$ cat src/rtl/ysyx_22050039_arb_pkg.sv
// Shared types for the pmem arbiter: FSM state encoding and requester ids.
package ysyx_22050039_arb_pkg;

  typedef logic [1:0] arb_state_t;

  localparam arb_state_t IDLE = 2'd0;
  localparam arb_state_t S_IF = 2'd1;
  localparam arb_state_t S_LS = 2'd2;
  localparam arb_state_t RESP = 2'd3;

  localparam logic REQ_IF = 1'b0;
  localparam logic REQ_LS = 1'b1;

endpackage

$ cat src/rtl/ysyx_22050039_arb_pick.sv
// Combinational winner select between IF and LS requesters.
// YSYX_22050039_ARB_RR_EN selects round-robin; otherwise LS has fixed priority.
module ysyx_22050039_arb_pick
  import ysyx_22050039_arb_pkg::*;
(
  input  logic i_if_req,
  input  logic i_ls_req,
`ifdef YSYX_22050039_ARB_RR_EN
  input  logic i_rr_last,
`endif
  output logic o_win_id,
  output logic o_win_vld
);

  assign o_win_vld = i_if_req | i_ls_req;

`ifdef YSYX_22050039_ARB_RR_EN
  // On a tie the requester that did not win last time goes first.
  always_comb begin
    o_win_id = REQ_IF;
    if (i_if_req && i_ls_req) begin
      o_win_id = (i_rr_last == REQ_IF) ? REQ_LS : REQ_IF;
    end else if (i_ls_req) begin
      o_win_id = REQ_LS;
    end
  end
`else
  assign o_win_id = i_ls_req ? REQ_LS : REQ_IF;
`endif

endmodule

$ cat src/rtl/ysyx_22050039_mem_arbiter.sv
// Single-port pmem arbiter between instruction fetch and load/store.
// Build option: YSYX_22050039_ARB_RR_EN enables round-robin tie-breaking.
//
// state | meaning
// IDLE  | waiting for a request; grant pulses here
// S_IF  | IF access on the memory port, waiting for mem_done
// S_LS  | LS access on the memory port, waiting for mem_done
// RESP  | one-cycle rvalid to the granted requester
module ysyx_22050039_mem_arbiter #(
  parameter int XLEN   = 64,
  parameter int MASK_W = XLEN / 8
) (
  input  logic              clk,
  input  logic              rst,
  input  logic              i_if_req,
  input  logic [XLEN-1:0]   i_if_addr,
  output logic              o_if_gnt,
  output logic              o_if_rvalid,
  output logic [XLEN-1:0]   o_if_rdata,
  input  logic              i_ls_req,
  input  logic              i_ls_we,
  input  logic [XLEN-1:0]   i_ls_addr,
  input  logic [XLEN-1:0]   i_ls_wdata,
  input  logic [MASK_W-1:0] i_ls_wmask,
  output logic              o_ls_gnt,
  output logic              o_ls_rvalid,
  output logic [XLEN-1:0]   o_ls_rdata,
  output logic              o_mem_req,
  output logic              o_mem_we,
  output logic [XLEN-1:0]   o_mem_addr,
  output logic [XLEN-1:0]   o_mem_wdata,
  output logic [MASK_W-1:0] o_mem_wmask,
  input  logic              i_mem_done,
  input  logic [XLEN-1:0]   i_mem_rdata,
  output logic              o_busy
);
  import ysyx_22050039_arb_pkg::*;

  arb_state_t        r_state;
  logic              r_owner;
  logic              r_we;
  logic [XLEN-1:0]   r_addr;
  logic [XLEN-1:0]   r_wdata;
  logic [MASK_W-1:0] r_wmask;
  logic [XLEN-1:0]   r_if_rdata;
  logic [XLEN-1:0]   r_ls_rdata;

  logic w_win_id;
  logic w_win_vld;
  logic w_grant;
  logic w_in_mem;

`ifdef YSYX_22050039_ARB_RR_EN
  logic r_rr_last;

  ysyx_22050039_arb_pick u_pick (
    .i_if_req  (i_if_req),
    .i_ls_req  (i_ls_req),
    .i_rr_last (r_rr_last),
    .o_win_id  (w_win_id),
    .o_win_vld (w_win_vld)
  );

  always_ff @(posedge clk) begin
    if (!rst) begin
      r_rr_last <= REQ_IF;
    end else if (w_grant) begin
      r_rr_last <= w_win_id;
    end
  end
`else
  ysyx_22050039_arb_pick u_pick (
    .i_if_req  (i_if_req),
    .i_ls_req  (i_ls_req),
    .o_win_id  (w_win_id),
    .o_win_vld (w_win_vld)
  );
`endif

  // Outputs are qualified with rst so the whole port reads 0 while reset is held.
  assign w_grant  = rst && (r_state == IDLE) && w_win_vld;
  assign w_in_mem = rst && ((r_state == S_IF) || (r_state == S_LS));

  assign o_if_gnt    = w_grant && (w_win_id == REQ_IF);
  assign o_ls_gnt    = w_grant && (w_win_id == REQ_LS);
  assign o_if_rvalid = rst && (r_state == RESP) && (r_owner == REQ_IF);
  assign o_ls_rvalid = rst && (r_state == RESP) && (r_owner == REQ_LS);
  assign o_if_rdata  = r_if_rdata;
  assign o_ls_rdata  = r_ls_rdata;

  assign o_mem_req   = w_in_mem;
  assign o_mem_we    = w_in_mem && r_we;
  assign o_mem_addr  = r_addr;
  assign o_mem_wdata = r_wdata;
  assign o_mem_wmask = w_in_mem ? r_wmask : '0;
  assign o_busy      = rst && (r_state != IDLE);

  always_ff @(posedge clk) begin
    if (!rst) begin
      r_state    <= IDLE;
      r_owner    <= REQ_IF;
      r_we       <= 1'b0;
      r_addr     <= '0;
      r_wdata    <= '0;
      r_wmask    <= '0;
      r_if_rdata <= '0;
      r_ls_rdata <= '0;
    end else begin
      case (r_state)
        IDLE: begin
          if (w_win_vld) begin
            r_owner <= w_win_id;
            if (w_win_id == REQ_LS) begin
              r_we    <= i_ls_we;
              r_addr  <= i_ls_addr;
              r_wdata <= i_ls_wdata;
              r_wmask <= i_ls_we ? i_ls_wmask : '0;
              r_state <= S_LS;
            end else begin
              r_we    <= 1'b0;
              r_addr  <= i_if_addr;
              r_wdata <= '0;
              r_wmask <= '0;
              r_state <= S_IF;
            end
          end
        end
        S_IF, S_LS: begin
          if (i_mem_done) begin
            if (r_owner == REQ_IF) begin
              r_if_rdata <= i_mem_rdata;
            end else begin
              r_ls_rdata <= r_we ? '0 : i_mem_rdata;
            end
            r_state <= RESP;
          end
        end
        default: r_state <= IDLE;
      endcase
    end
  end

endmodule

$ cat config.mk
export PLATFORM = sky130hd
export DESIGN_NAME = ysyx_22050039_mem_arbiter
export DESIGN_NICKNAME = d
export VERILOG_FILES = /design/src/rtl/ysyx_22050039_arb_pkg.sv /design/src/rtl/ysyx_22050039_arb_pick.sv /design/src/rtl/ysyx_22050039_mem_arbiter.sv
export SDC_FILE = /design/constraint.sdc
export NUM_CORES = 1
export LEC_CHECK = 0
export CAP_MARGIN = 0
export CORE_AREA = 2 2 210 212
export DETAILED_ROUTE_END_ITERATION = 16
export DIE_AREA = 0 0 212 214
export GPL_ROUTABILITY_DRIVEN = 0
export HOLD_SLACK_MARGIN = 0.12
export PLACE_DENSITY = 0.57
export SLEW_MARGIN = 20
export SYNTH_ARGS = -nofsm -noshare
export SYNTH_HDL_FRONTEND = slang
export SYNTH_SLANG_ARGS = --single-unit
$ cat constraint.sdc
create_clock -name clk -period 1.8 [get_ports clk]
set_input_delay 0.54 -clock clk [delete_from_list [all_inputs] [get_ports clk]]
set_output_delay 0.54 -clock clk [all_outputs]
set_load 0.01 [all_outputs]
==> flow_summary_export.csv, run 1 <==
group,metric,value,unit
layout,instances_no_fill,2311,
clock_tree,cts_inserted_buffers,34,
drt,drtPass1Iterations,4,
synth,seq_area_frac_synth,48.7,%
synth,synth_seq_cells,268,
placed_design,placed_cell_area,17000,sq um
floorplan,die_h,214,microns
floorplan,num_rows,76,
layout,drive_gt1_share,12.0,%
synth,netlist_top_cells_area,"dfxtp_1 (49%), nand2_1 (8.9%), mux2i_1 (6.0%), o211a_1 (5.8%), a22oi_1 (4.9%)",
clock_tree,cts_tree,"done",
pwr,leakage,0.00871,uW
clock_tree,holdBufCountCts,0,
clock_tree,clk_latency,0.53,ns
placed_design,dp.cells,2207,
hold_path,hold_path_class,"input pin to flop",
worst_setup_path,cp_max_fo,7,
floorplan,dieArea,45400,sq um
worst_setup_path,end_kind,"primary output",
synth,syn_inst,1138,
layout,multi_input_area,5160,sq um
drt,wl_per_cell,19.4,microns
drt,routed_wl,44.8,mm
clock_tree,cts.htree.levels,2,
sta,slew_headroom,49.4,%
clock_tree,clockBufferDepth,3,
floorplan,io_pins,541,
synth,ys_warn_count,0,
grt,grt_max_degree,76,
placed_design,portBuffers,540,
grt,track_usage,18.5,%
drt,viasPerCell,4.50,
pwr,max-vdd-ir-drop,543,uV
drt,drt_iter0_drc,486,
sta,fin_crit_sh,119,%
drt,ant_nets,0,
sta,finalClockSkew,0.0145,ns
synth,synth_area,11000,sq um
clock_tree,root_buffer,"clkbuf_16",
synth,synth_cell_types,26,
layout,finalInstanceArea,18700,sq um
placed_design,hpwl,29.6,mm
clock_tree,numClockSinks,268,
clock_tree,path_clk_slew,0.06,ns
floorplan,die_w,212,microns
worst_setup_path,reg2reg_slack,0.02,ns
drt,vias,10391,
sta,finalWorstSetupSlack,-0.346,ns
drt,drcViolationCount,0,
grt,grt_pass1_wl,64.1,mm
sta,hold_violations,0,
worst_setup_path,start_kind,"flop",
pwr,power_density,1250,nW/um^2
sta,max_freq,466,MHz
layout,final_cell_mix,"clkdlybuf4s50_1 (267), dfxtp_1 (265), dlygate4sd2_1 (248)",
layout,nets,1972,
synth,yosysTopAreaCell,"dfxtp_1",
sta,hold_ws,0.378,ns
worst_setup_path,cp.required,1.26,ns
synth,syn_area_per_cell,9.69,sq um
worst_setup_path,critPathArrivalTime,1.61,ns
sta,report.final.slew_viol_count,0,
worst_setup_path,path_class,"flop to primary output",
status,violations,"negative setup slack",
floorplan,start_util,25.7,%
sta,period_needed,2.15,ns
sta,tightest_slew,0.759,ns
grt,grt_pass1_vias,10603,
floorplan,coreArea,42900,sq um
grt,grt_overflow,0,
sta,setup_violations,15,
placed_design,post-place-ws,-0.515,ns
grt,antenna_found_initial,3,
layout,regArea,5370,sq um
sta,rsz0062_at_grt,"yes",
run,drv_cap,0,
layout,synthToLayoutAreaGrowth,69.8,%
synth,synth_top_area_share,48.7,%
layout,nFillCells,4243,
synth,syn_nets,1411,
layout,final_core_util,43.6,%
status,status,"finished, violations left",
layout,final_common_cell,"clkdlybuf4s50_1",
-- cells in the mapped netlist --
cell      count
a21boi_0     68
a21boi_1     60
a21o_1        1
a21oi_1       3
a22oi_1      72
and2_1        2
and3_1       13
and3b_1       1
and4b_1       1
buf_2        23
buf_4         7
buf_6        32
clkbuf_1     43
dfxtp_1     268
ha_1          3
inv_1         2
mux2i_1      66
nand2_1     260
nand3_2       1
nand3b_1     65
nor2_1        2
nor2b_1      78
o211a_1      64
o21a_1        1
o21ai_0       1
o21ai_1       1
-- worst paths after layout --
kind                                                  start                           end  cells past startpoint
worst max-delay path                r_state[0]$_SDFFE_PN0P_                o_mem_wmask[4]                      5
worst min-delay path                                    rst  o_mem_wdata[36]$_SDFFE_PN0P_                      2
worst max register to register      r_state[0]$_SDFFE_PN0P_   o_ls_rdata[17]$_SDFFE_PN0P_                     10
worst min register to register  o_if_rdata[28]$_SDFFE_PN0P_   o_if_rdata[28]$_SDFFE_PN0P_                      2
-- sequential cells by signal, summed over array words and instances (netlist names) --
| signal | flops |
|---|---|
| o_if_rdata | 64 |
| r_owner | 1 |
| r_wmask | 8 |
| o_mem_wdata | 64 |
| o_mem_addr | 64 |
| r_state | 2 |
| o_ls_rdata | 64 |
| r_we | 1 |
-- area by class of cell --
class                   instances  share of cell area (%)
diodes                          2                  0.0267
clock buffers                  51                    5.59
clock inverters                10                   0.602
inverters                       2                  0.0401
multi-input cells             763                    27.6
flip-flops and latches        268                    28.7
well taps                     585                    3.91
repair buffers                630                    33.6
-- through the flow --
step	setup TNS (ns)	power (uW)
floorplan	0	11700
global placement	-34.25	15700
detailed placement	-44.16	15800
CTS	-5.30	23100
global route	-6.35	24600
finish	-4.08	23400
-- per-layer routing --
| layer | up-vias | part of all wire, % | track usage (%) |
|---|---|---|---|
| met2 | 391 | 51 | 33.3 |
| met1 | 4874 | 38 | 20.4 |
| li1 | 5042 | - | - |
| met4 | 4 | 3.2 | 5.49 |
| met5 | - | 0.063 | 0 |
| met3 | 80 | 7.7 | 5.98 |
-- critical path, cell delays in order, from the launching register on --
cell     delay [ns]
dfxtp_2        0.34
inv_2          0.05
ha_4           0.30
buf_6          0.11
and3_4         0.18
buf_6          0.10
-- report_power, final --
part           leakage, uW  switching (uW)  internal [uW]
clock             0.000570            2700           4310
sequential         0.00219             611           7150
combinational      0.00595            4320           4280
total              0.00871            7630          15700
-- cell families (layout without fill, tap and decap cells) --
logic type	count (synthesis)	count (layout)	synth area share, %
and+or+nand+nor	423	423	18.9
AOI/OAI and AO/OA	271	271	19.8
DFF	268	268	48.7
buffers and inverters	107	693	6.32
muxes	66	66	5.99
adders and majority gates	3	3	0.341
other	0	2	0
-- what timing repair did --
action	4_1_cts	5_1_grt
pin swaps	4	39
cloned	9	11
buffers inserted	17	9
gates resized for setup	364	103
setup endpoints to repair	399	130
No activity file was read; power rests on OpenSTA's default activity.
==> run 2: changes to the inputs <==
--- a/config.mk
+++ b/config.mk
@@ -6,13 +6,14 @@
 export NUM_CORES = 1
 export LEC_CHECK = 0
 export CAP_MARGIN = 0
-export CORE_AREA = 2 2 210 212
+export CORE_AREA = 2 2 208 210
 export DETAILED_ROUTE_END_ITERATION = 16
-export DIE_AREA = 0 0 212 214
+export DIE_AREA = 0 0 210 212
 export GPL_ROUTABILITY_DRIVEN = 0
 export HOLD_SLACK_MARGIN = 0.12
 export PLACE_DENSITY = 0.57
 export SLEW_MARGIN = 20
 export SYNTH_ARGS = -nofsm -noshare
 export SYNTH_HDL_FRONTEND = slang
+export SYNTH_HIERARCHICAL = 1
 export SYNTH_SLANG_ARGS = --single-unit
==> run 2 against run 1 <==
  * The run still ends with negative setup slack left
  * Critical path depth did not move
  * Design area fell by 4.6%
  * Power fell by 11%
  * Clock-buffer cell count fell by 8
  * Highest routed layer unchanged
==> flow_summary_export.csv, run 2 <==
group,metric,value,unit
status,status,"finished, violations left",
status,violations,"negative setup slack",
placed_design,portBuffers,540,
drt,vias,9874,
sta,hold_violations,0,
clock_tree,clk_latency,0.56,ns
pwr,power_density,1160,nW/um^2
sta,max_freq,455,MHz
layout,synthToLayoutAreaGrowth,68.9,%
floorplan,start_util,24.9,%
pwr,max-vdd-ir-drop,683,uV
clock_tree,cts.htree.levels,1,
layout,finalInstanceArea,17800,sq um
placed_design,hpwl,29.6,mm
sta,finalWorstSetupSlack,-0.400,ns
floorplan,io_pins,541,
worst_setup_path,cp_max_fo,9,
clock_tree,path_clk_slew,0.06,ns
synth,syn_nets,1337,
floorplan,dieArea,44500,sq um
synth,synth_cell_types,31,
drt,wl_per_cell,18.5,microns
synth,syn_inst,1065,
sta,finalClockSkew,0.00933,ns
synth,syn_area_per_cell,9.92,sq um
synth,yosysMostFrequentCell,"dfxtp_1",
synth,yosysTopAreaCell,"dfxtp_1",
pwr,leakage,0.00822,uW
clock_tree,holdBufCountCts,0,
sta,report.final.slew_viol_count,0,
synth,seq_area_frac_synth,50.8,%
worst_setup_path,cp.required,1.26,ns
synth,synth_top_area_share,50.8,%
layout,drive_gt1_share,11.8,%
synth,synth_area,10600,sq um
drt,drtPass1Iterations,5,
run,drv_cap,0,
grt,grt_max_degree,115,
layout,final_cell_mix,"clkdlybuf4s50_1 (266), dfxtp_1 (263), nand2_1 (257)",
floorplan,die_w,210,microns
drt,viasPerCell,4.51,
drt,routed_wl,40.4,mm
grt,antenna_found_initial,3,
sta,setup_violations,15,
grt,grt_pass1_wl,58.2,mm
sta,hold_ws,0.399,ns
clock_tree,root_buffer,"clkbuf_16",
floorplan,die_h,212,microns
worst_setup_path,start_kind,"flop",
synth,ys.flop_type,"dfxtp_1",
clock_tree,cts_inserted_buffers,31,
synth,async_flop_share,0,%
synth,netlist_top_cells_area,"dfxtp_1 (51%), nand2_1 (9.2%), mux2i_1 (6.1%), o211a_1 (6.1%), a21boi_0 (5.7%)",
sta,period_needed,2.20,ns
synth,synth_edf_count,0,
layout,nets,1890,
worst_setup_path,end_kind,"primary output",
clock_tree,cts_tree,"done",
synth,synth_commonest_cells,"dfxtp_1 (268), nand2_1 (259), a21boi_0 (80), a22o_1 (66), nand3b_1 (65)",
floorplan,coreArea,42500,sq um
worst_setup_path,path_class,"flop to primary output",
synth,ys_warn_count,6,
grt,grt_pass1_vias,9837,
grt,track_usage,16.8,%
layout,final_common_cell,"clkdlybuf4s50_1",
worst_setup_path,critPathArrivalTime,1.66,ns
sta,fin_crit_sh,122,%
hold_path,hold_path_class,"input pin to flop",
placed_design,placed_cell_area,16800,sq um
sta,slew_headroom,30.6,%
drt,drt_iter0_drc,433,
clock_tree,numClockSinks,268,
drt,ant_nets,0,
sta,rsz0062_at_grt,"yes",
grt,grt_overflow,0,
drt,drcViolationCount,0,
layout,final_core_util,42.0,%
sta,tightest_slew,1.04,ns
floorplan,num_rows,76,
clock_tree,clockBufferDepth,3,
synth,synth_seq_cells,268,
==> run 2: changes by cell type in the layout (fill, tap and decap cells not counted), sizes merged, moves of 4 or more <==
cell and delta:
clkbuf +4, dlygate4sd2 -51, a22oi -64, a22o +66, nor2b -65, buf -8, clkinv +4, clkdlybuf4s15 +37
==> run 2: layout make-up <==
| class | instances | area, sq um |
|---|---|---|
| well taps | 546 | 683 |
| clock buffers | 43 | 871 |
| diodes | 1 | 2.50 |
| repair buffers | 619 | 6050 |
| multi-input cells | 696 | 4720 |
| flip-flops and latches | 268 | 5370 |
| fillers | 4240 | 24700 |
| clock inverters | 12 | 139 |
| inverters | 2 | 7.51 |
==> run 2: path summary, 6_finish.rpt <==
kind                                    start                     endpoint  slack [ns]  depth (start not counted)
hold / removal                            rst  o_mem_addr[19]$_SDFFE_PN0P_        0.40                          3
setup reg to reg      r_state[1]$_SDFFE_PN0P_  o_ls_rdata[57]$_SDFFE_PN0P_        0.06                          9
setup / recovery      r_state[1]$_SDFFE_PN0P_               o_mem_wmask[6]       -0.40                          5
hold reg to reg   o_ls_rdata[18]$_SDFFE_PN0P_  o_ls_rdata[18]$_SDFFE_PN0P_        0.44                          2
==> run 2: cell families after synthesis <==
group / synth area share [%]
AO/OA/AOI/OAI: 21.5
adder cells (fa/ha/maj): 0.237
buffers and inverters: 5.42
multiplexers: 6.06
flip-flops: 50.8
AND/OR/NAND/NOR: 16.0
==> run 2: critical path, stage by stage (launching register included) <==
cell and delay, ns:
dfxtp_2 0.33, inv_2 0.04, ha_4 0.30, buf_12 0.13
and3_1 0.16, buf_2 0.13
==> run 2: power breakdown <==
part / internal, uW / leakage [uW] / switching [uW] / total, uW
clock: 3770 / 0.000504 / 2520 / 6290
sequential: 7160 / 0.00219 / 637 / 7800
combinational: 3370 / 0.00553 / 3300 / 6680
==> run 2: per-stage QoR <==
step / worst slack (ns) / instances / setup TNS, ns / power [uW]
3_3_place_gp: -0.838 / 2116 / -105.34 / 15000
5_1_grt: -0.473 / 2187 / -6.27 / 21800
6_report: -0.400 / 2187 / -5.16 / 20800
3_5_place_dp: -0.840 / 2116 / -110.94 / 15000
4_1_cts: -0.436 / 2174 / -5.73 / 20800
2_1_floorplan: -0.0308 / 1065 / -0.0308 / 10700
==> run 2: repair_timing <==
item,in CTS,in global routing
endpoints found under the setup margin,378,182
buffers inserted,2,8
pin swaps,6,16
resized for setup,388,80
gates cloned,1,5
==> run 2: per-layer routing <==
layer | up-vias | part of all wire [%] | GRT usage (%)
met1 | 4676 | 40 | 19.2
met3 | 58 | 7.7 | 5.69
met2 | 319 | 49 | 29.9
li1 | 4817 | - | -
met5 | - | 0.062 | 0
met4 | 4 | 2.4 | 4.40
